==> config.mk <==
export PLATFORM = sky130hd
export DESIGN_NAME = inst_rom_arbiter
export DESIGN_NICKNAME = d
export VERILOG_FILES = /design/src/rtl/inst_rom_arbiter_pkg.sv /design/src/rtl/inst_rom_arbiter_prio_sel.sv /design/src/rtl/inst_rom_arbiter.sv
export SDC_FILE = /design/constraint.sdc
export NUM_CORES = 1
export LEC_CHECK = 0
export ABC_AREA = 1
export BUFFER_PORTS_ARGS = -buffer_cell sky130_fd_sc_hd__clkbuf_2
export CORE_ASPECT_RATIO = 0.8
export CORE_MARGIN = 2
export CORE_UTILIZATION = 24
export CTS_BUF_LIST = sky130_fd_sc_hd__clkbuf_16
export DETAILED_ROUTE_END_ITERATION = 7
export GPL_ROUTABILITY_DRIVEN = 1
export GPL_TIMING_DRIVEN = 0
export PLACE_DENSITY_LB_ADDON = 0.1
export SLEW_MARGIN = 15
export SYNTH_ARGS = -nofsm -noshare
export SYNTH_HDL_FRONTEND = slang
export SYNTH_SLANG_ARGS = --single-unit
==> constraint.sdc <==
create_clock -name clk -period 1.74 [get_ports clk]
set_input_delay 0.261 -clock clk [delete_from_list [all_inputs] [get_ports clk]]
set_output_delay 0.261 -clock clk [all_outputs]
set_load 0.05 [all_outputs]
==> src/rtl/inst_rom_arbiter_pkg.sv <==
// inst_rom_arbiter_pkg: shared CPU defines for ROM addressing and arbitration.
package inst_rom_arbiter_pkg;
  localparam int ROM_ADDR_W = 32;
  localparam int INST_W = 32;
  localparam int MAX_WAIT_DEF = 4;
  localparam int WAIT_W = 4;
  localparam logic [1:0] ALIGN_MASK = 2'b11;
  typedef logic [WAIT_W-1:0] wait_t;
  function automatic logic misaligned(input logic [1:0] lsb);
    return |(lsb & ALIGN_MASK);
  endfunction
endpackage

==> src/rtl/inst_rom_arbiter_prio_sel.sv <==
// rom_prio_sel: fetch-first priority with a starvation override for debug.
module rom_prio_sel
  import inst_rom_arbiter_pkg::*;
#(
  parameter int MAX_WAIT = MAX_WAIT_DEF
) (
  input  logic              if_req,
  input  logic              dbg_req,
  input  logic [WAIT_W-1:0] wait_cnt,
  output logic              if_gnt,
  output logic              dbg_gnt
);
  always_comb begin
    dbg_gnt = dbg_req && (!if_req || wait_cnt == WAIT_W'(MAX_WAIT));
    if_gnt = if_req && !dbg_gnt;
  end
endmodule

==> src/rtl/inst_rom_arbiter.sv <==
// inst_rom_arbiter: shares one combinational instruction ROM between fetch and debug ports.
module inst_rom_arbiter
  import inst_rom_arbiter_pkg::*;
#(
  parameter int MAX_WAIT = MAX_WAIT_DEF,
  parameter int ADDR_W = ROM_ADDR_W
) (
  input  logic              clk,
  input  logic              rst,
  input  logic              if_req,
  input  logic [ADDR_W-1:0] if_addr,
  input  logic              if_flush,
  output logic              if_gnt,
  output logic              if_valid,
  output logic [INST_W-1:0] if_data,
  input  logic              dbg_req,
  input  logic [ADDR_W-1:0] dbg_addr,
  output logic              dbg_gnt,
  output logic              dbg_valid,
  output logic [INST_W-1:0] dbg_data,
  output logic              dbg_err,
  output logic              rom_ce,
  output logic [ADDR_W-1:0] rom_addr,
  input  logic [INST_W-1:0] rom_inst
);
  wait_t             wait_cnt;
  logic              if_pend_v;
  logic [INST_W-1:0] if_pend;
  logic [INST_W-1:0] if_hold;
  logic              dbg_mis;
  logic              dbg_rom;
  rom_prio_sel #(.MAX_WAIT(MAX_WAIT)) u_sel (
    .if_req  (if_req & rst),
    .dbg_req (dbg_req & rst),
    .wait_cnt(wait_cnt),
    .if_gnt  (if_gnt),
    .dbg_gnt (dbg_gnt)
  );
  // A misaligned debug access is answered with an error and never touches the ROM.
  always_comb begin
    dbg_mis = misaligned(dbg_addr[1:0]);
    dbg_rom = dbg_gnt && !dbg_mis;
    rom_ce = if_gnt || dbg_rom;
    rom_addr = if_gnt ? if_addr : dbg_rom ? dbg_addr : '0;
    if_valid = if_pend_v && !if_flush;
    if_data = if_valid ? if_pend : if_hold;
  end
  // if_pend carries the word in flight so a late flush leaves if_data at its old value.
  always_ff @(posedge clk or negedge rst) begin
    if (!rst) begin
      wait_cnt <= '0;
      if_pend_v <= 1'b0;
      if_pend <= '0;
      if_hold <= '0;
      dbg_valid <= 1'b0;
      dbg_err <= 1'b0;
      dbg_data <= '0;
    end else begin
      wait_cnt <= dbg_gnt ? '0 : (dbg_req && wait_cnt != WAIT_W'(MAX_WAIT)) ? wait_cnt + 1'b1 : wait_cnt;
      if_pend_v <= if_gnt && !if_flush;
      if (if_gnt) if_pend <= rom_inst;
      if (if_valid) if_hold <= if_pend;
      dbg_valid <= dbg_gnt;
      dbg_err <= dbg_gnt && dbg_mis;
      if (dbg_gnt) dbg_data <= dbg_mis ? '0 : rom_inst;
    end
  end
endmodule

==> results of run 1 <==
## power groups by stage
stage	combinational [mW]	sequential, mW	clock, mW
final	4.29	3.17	1.87
after global routing	4.56	3.22	2.05
after CTS	4.05	3.12	1.96
after detailed placement	2.75	3.11	0
after global placement	2.71	3.10	0
after floorplan	1.63	3.43	0
## routing by layer
layer	global-route usage (%)	vias to the layer above	part of all wire, %
met3	4.65	21	4.9
met5	0	-	0.077
li1	-	2342	-
met1	24.5	2317	47
met4	3.50	2	1.4
met2	27.1	113	46
## final cells by class
class | instances | area [µm²] | share of cell area (%)
clock buffers | 9 | 225 | 2.59
multi-input cells | 414 | 2490 | 28.7
well taps | 258 | 323 | 3.71
plain buffers | 33 | 339 | 3.90
clock inverters | 7 | 41.3 | 0.475
inverters | 11 | 48.8 | 0.561
repair buffers | 270 | 2650 | 30.5
flip-flops and latches | 103 | 2580 | 29.6
## path summary, 6_finish.rpt
check	start	to	slack, ns	depth (start not counted)
max	wait_cnt[0]$_DFFE_PN0P_	rom_addr[28]	-0.36	9
min	rst	if_hold[21]$_DFF_PN0_	0.02	2
max reg2reg	if_pend_v$_DFF_PN0_	if_hold[13]$_DFF_PN0_	0.06	12
min reg2reg	if_pend[30]$_DFFE_PN0P_	if_pend[30]$_DFFE_PN0P_	0.47	2
max in group asynchronous	rst	if_pend[2]$_DFFE_PN0P_	0.79	4
min in group clk	if_flush	if_pend_v$_DFF_PN0_	0.12	2
## synth_stat cells, drive strengths merged
master  number
clkbuf      16
xor2         1
o21a         1
nand2      331
nand4       31
nand3       10
o21ai       32
dfrtp      103
nor2         6
ha           2
inv         11
buf         19
## sequential cells by signal (all words and copies together), names as in the netlist
| register | count |
|---|---|
| dbg_err | 1 |
| wait_cnt | 4 |
| dbg_data | 32 |
| if_pend | 32 |
| if_hold | 32 |
| dbg_valid | 1 |
| if_pend_v | 1 |
## per-stage QoR
| stage | setup WS (ns) | cells | hold slack, ns | instance area (µm²) | power (mW) |
|---|---|---|---|---|---|
| after global placement | -2.87 | 1023 | 0.438 | 6040 | 5.80 |
| after global routing | -0.455 | 1105 | 0.0154 | 8690 | 9.84 |
| final | -0.358 | 1105 | 0.0170 | 8690 | 9.33 |
| after floorplan | -0.0927 | 563 | -0.0346 | 4700 | 5.06 |
| after detailed placement | -1.01 | 1024 | 0.186 | 6070 | 5.85 |
| after CTS | -0.371 | 1101 | 0.0111 | 8300 | 9.12 |
## timing repair
action / in CTS / in global routing
pin swaps: 27 / 27
gates cloned: 7 / 1
setup buffers: 47 / 11
hold buffers: 7 / 0
endpoints found under the hold margin: 34 / 0
setup endpoints to repair: 132 / 72
gates resized for setup: 317 / 139
## cell families after synthesis
family	Yosys count	share of synthesized area, %
flops	103	56.5
xor+xnor	1	0.192
compound gates	33	3.67
buf+inv	46	5.65
fa+ha+maj	2	0.548
simple gates	378	33.5
==> impl_metrics.csv, run 1 <==
group,metric,value,unit
status,outcome,"finished, violations left",
status,violations,"setup timing",
power_and_ir_drop,p_clk_share,20.0,%
clock_tree,clockBufferDepth,2,
clock_tree,cts_num_sinks,103,
cells_and_area,fillers,1906,
placement,place_hpwl,11000,µm
route,viasPerCell,4.34,
cells_and_area,most-common-layout-cells,"nand2_1 (192), clkbuf_2 (136), dfrtp_1 (103)",
logic_synthesis,yosys_warnings,0,
placement,place.gp.congestion,0.705,
timing,fin_crit,2.10,ns
logic_synthesis,avgSynthCellArea,8.11,µm²
grt,first_global_vias,4989,
power_and_ir_drop,p_leak,4.42,nW
power_and_ir_drop,internal_power,5.66,mW
floorplan,num_rows,45,
logic_synthesis,synth_seq_cells,103,
logic_synthesis,ys_seq_area_share,56.5,%
worst_setup_path,cp_slowest_cell,"dfrtp_1",
power_and_ir_drop,ir_drop,554,µV
clock_tree,insertion_delay,0.35,ns
logic_synthesis,synth_cells,563,
route,vias,4795,
logic_synthesis,synth_cell_types,21,
clock_tree,cts_root_buf,"clkbuf_16",
timing,rsz0062_at_grt,"true",
worst_setup_path,crit_path_end_kind,"primary output",
timing,setup_slack,-0.358,ns
power_and_ir_drop,power_density,1070,nW/µm²
worst_setup_path,crit_chain,"inv_2 -> ha_4 -> nand3_4 -> o21a_1 -> buf_6 -> buf_12 -> nand2_2 -> nand2_4 -> clkbuf_16",
power_and_ir_drop,p_switching,3.68,mW
worst_setup_path,cp.required,1.48,ns
route,routedWlPerCell,15.4,µm
floorplan,dieArea,20100,µm²
clock_tree,htreeDepth,3,
clock_tree,clk_pin_slew,0.07,ns
route,drt_iter0_markers,135,
timing,fmax,0.477,GHz
placement,numPortBuffers,202,
job,drv_cap,0,
cells_and_area,drive_above_1_share,54.0,%
cells_and_area,utilization,46.2,%
cells_and_area,diodes,0,
grt,grt_usage,17.4,%
logic_synthesis,synthTopCellsByArea,"dfrtp_1 (56%), nand2_1 (27%), nand4_1 (4.2%)",
grt,grt_max_degree,37,
grt,grt_first_pass_wirelength,26900,µm
route,drtPass1Iterations,4,
timing,finalSetupViolations,67,
cells_and_area,syn_to_final_growth,90.4,%
timing,maxSlewViolCount,0,
worst_setup_path,worstPathArrival,1.84,ns
hold_path,hp-class,"in -> async",
logic_synthesis,yosys.area.top_type,"dfrtp_1",
route,wl,17000,µm
floorplan,core_region_area,18800,µm²
clock_tree,cts_inserted_buffers,9,
worst_setup_path,critPathMaxStageDelay,0.40,ns
timing,relSlewSlack,60.0,%
floorplan,initial_core_util,24.3,%
grt,grt-ovfl-total,0,
timing,worstMarginPinSlew,0.600,ns
worst_setup_path,worstSetupPathType,"reg -> out",
power_and_ir_drop,switching_share,39.4,%
route,ant_nets,0,
timing,setup_tns,-13.92,ns
worst_setup_path,crit_path_start_kind,"flop",
grt,antenna_found_initial,2,
cells_and_area,nets,945,
worst_setup_path,critPathTopFamily,"buffers and inverters",
power_and_ir_drop,combPwrFrac,46.0,%
timing,finalCritPeriodShare,121,%
floorplan,die_w,158,µm
logic_synthesis,syn_area,4570,µm²
logic_synthesis,synth_top_area_share,56.5,%
floorplan,fp.dieH,127,µm
timing,hold_violations,0,
timing,skew,0.00644,ns
floorplan,ioPinCount,203,
logic_synthesis,synth_fp_nets,666,
clock_tree,cts_tree,"yes",
power_and_ir_drop,pwr-share-seq,34.0,%
worst_setup_path,crit_path_max_fanout,10,
cells_and_area,final_common_cell,"nand2_1",
route,drc,0,
worst_setup_path,path_buf_inv,4,
Power figures use the tool's default switching activity.
==> run 2, diff against run 1 <==
==> constraint.sdc (replaced) <==
create_clock -name clk -period 1.7 [get_ports clk]
set_input_delay 0.255 -clock clk [delete_from_list [all_inputs] [get_ports clk]]
set_output_delay 0.255 -clock clk [all_outputs]
set_load 0.05 [all_outputs]
==> impl_metrics.csv, run 2 (synthesized netlist as in run 1, its figures left out) <==
group,metric,value,unit
timing,skew,0.00862,ns
cells_and_area,most-common-layout-cells,"nand2_1 (193), clkbuf_2 (136), dfrtp_1 (103)",
clock_tree,cts_tree,"yes",
power_and_ir_drop,combPwrFrac,46.1,%
worst_setup_path,crit_path_max_fanout,10,
placement,place_hpwl,11000,µm
route,drc,0,
worst_setup_path,worstPathArrival,1.84,ns
timing,setup_slack,-0.392,ns
worst_setup_path,critPathMaxStageDelay,0.40,ns
cells_and_area,multi_input_area,2490,µm²
clock_tree,cts_root_buf,"clkbuf_16",
status,violations,"setup timing",
route,viasPerCell,4.35,
worst_setup_path,crit_path_end_kind,"primary output",
route,top_layer,"met5",
route,drt_iter0_markers,156,
cells_and_area,drive_above_1_share,53.8,%
worst_setup_path,crit_path_start_kind,"flop",
route,vias,4781,
floorplan,ioPinCount,203,
power_and_ir_drop,p_clk_share,20.0,%
power_and_ir_drop,switching_share,39.4,%
worst_setup_path,worstSetupPathType,"reg -> out",
clock_tree,cts_num_sinks,103,
grt,grt_max_degree,37,
cells_and_area,utilization,46.0,%
timing,fmax,0.478,GHz
timing,timing.hold.ws,0.0152,ns
job,drv_cap,0,
route,drtPass1Iterations,4,
placement,place.gp.congestion,0.705,
floorplan,fp.dieH,127,µm
clock_tree,htreeDepth,3,
worst_setup_path,critPathTopFamily,"buffers and inverters",
floorplan,dieArea,20100,µm²
grt,first_global_vias,4953,
clock_tree,clk_pin_slew,0.07,ns
power_and_ir_drop,total_power,9.58,mW
status,outcome,"finished, violations left",
worst_setup_path,crit_chain,"inv_2 -> ha_4 -> nand3_4 -> o21a_1 -> buf_6 -> buf_12 -> nand2_2 -> nand2_4 -> clkbuf_16",
clock_tree,insertion_delay,0.35,ns
clock_tree,cts_inserted_buffers,9,
power_and_ir_drop,ir_drop,567,µV
cells_and_area,diodes,0,
route,route.met2.wl,7940,µm
cells_and_area,seq_area,2580,µm²
cells_and_area,nets,940,
floorplan,num_rows,45,
cells_and_area,fillers,1893,
timing,hold_violations,0,
worst_setup_path,cp.required,1.44,ns
route,wl_met3,862,µm
route,wl_met1,7950,µm
floorplan,core_region_area,18800,µm²
floorplan,die_w,158,µm
cells_and_area,reg_top3,"dbg_data x32, if_hold x32, if_pend x32",
hold_path,hp-class,"in -> async",
timing,finalCritPeriodShare,123,%
grt,grt_usage,17.4,%
timing,worstMarginPinSlew,0.897,ns
floorplan,initial_core_util,24.3,%
cells_and_area,final_common_cell,"nand2_1",
placement,numPortBuffers,202,
cells_and_area,syn_to_final_growth,89.3,%
route,wl,17000,µm
grt,grt_first_pass_wirelength,26700,µm
power_and_ir_drop,internal_power,5.80,mW
timing,finalSetupViolations,67,
route,ant_nets,0,
grt,grt-ovfl-total,0,
power_and_ir_drop,p_switching,3.78,mW
clock_tree,clockBufferDepth,2,
route,routedWlPerCell,15.4,µm
timing,rsz0062_at_grt,"true",
worst_setup_path,cp_slowest_cell,"dfrtp_1",
grt,antenna_found_initial,2,
power_and_ir_drop,pwr-share-seq,33.9,%
worst_setup_path,path_buf_inv,4,
power_and_ir_drop,p_leak,4.39,nW
timing,maxSlewViolCount,0,
power_and_ir_drop,power_density,1110,nW/µm²
timing,relSlewSlack,40.0,%
timing,fin_crit,2.09,ns
run 2: cell types whose count changed in the layout (fill, tap and decap cells not counted), sizes merged:
cell | before | now
dlygate4sd3 | 4 | 2
buf | 128 | 124
clkbuf | 178 | 179
run 2: repair_timing:
action	in CTS	in global routing
setup endpoints to repair	139	72
hold buffers	3	0
setup buffers	47	12
hold endpoints to repair	49	0
gates resized for setup	317	147
cloned	7	1
pin swaps	27	28
run 2: final cells by class:
class	instances	area share [%]
buffer	32	3.79
tap	258	3.74
multi-input combinational	414	28.8
inverter	11	0.565
timing repair buffer	266	30.2
clock inverter	7	0.478
sequential	103	29.8
clock buffer	9	2.61
run 2: power by group through the flow:
| stage | Combinational, mW | Clock (mW) | Sequential [mW] |
|---|---|---|---|
| after floorplan | 1.67 | 0 | 3.51 |
| after global placement | 2.77 | 0 | 3.17 |
| after detailed placement | 2.81 | 0 | 3.18 |
| after CTS | 4.13 | 2.00 | 3.19 |
| after global routing | 4.70 | 2.10 | 3.30 |
| final | 4.42 | 1.92 | 3.25 |
run 2: metrics by stage:
stage	setup WS (ns)	setup TNS [ns]	instance area (µm²)	std cells
floorplan	-0.127	-0.298	4700	563
global placement	-2.90	-396.64	6040	1023
detailed placement	-1.04	-77.72	6070	1024
CTS	-0.405	-17.57	8250	1097
global route	-0.489	-23.21	8640	1100
finish	-0.392	-16.07	8640	1100
run 2: worst paths after layout:
path / cells after the start / endpoint / slack (ns) / from
max in group asynchronous: 3 / if_pend[2]$_DFFE_PN0P_ / 0.41 / rst
hold / removal: 2 / if_hold[13]$_DFF_PN0_ / 0.02 / rst
hold reg to reg: 2 / if_pend[30]$_DFFE_PN0P_ / 0.47 / if_pend[30]$_DFFE_PN0P_
setup reg to reg: 10 / dbg_data[17]$_DFFE_PN0P_ / 0.03 / wait_cnt[0]$_DFFE_PN0P_
min in group clk: 2 / if_pend_v$_DFF_PN0_ / 0.11 / if_flush
setup / recovery: 9 / rom_addr[28] / -0.39 / wait_cnt[0]$_DFFE_PN0P_
run 2: worst reg2reg max path: stages (launching register included):
cell,delay [ns]
dfrtp_1,0.40
inv_2,0.08
ha_4,0.14
nand3_4,0.08
nand2_4,0.15
nand2_8,0.08
buf_4,0.14
buf_4,0.15
buf_2,0.19
nand2_1,0.08
o21ai_1,0.07
run 2: layer usage:
layer  track usage [%]  vias up
met5                 0        -
met4              3.50        2
met3              4.65       19
met2              26.9      119
met1              24.5     2311
li1                  -     2330
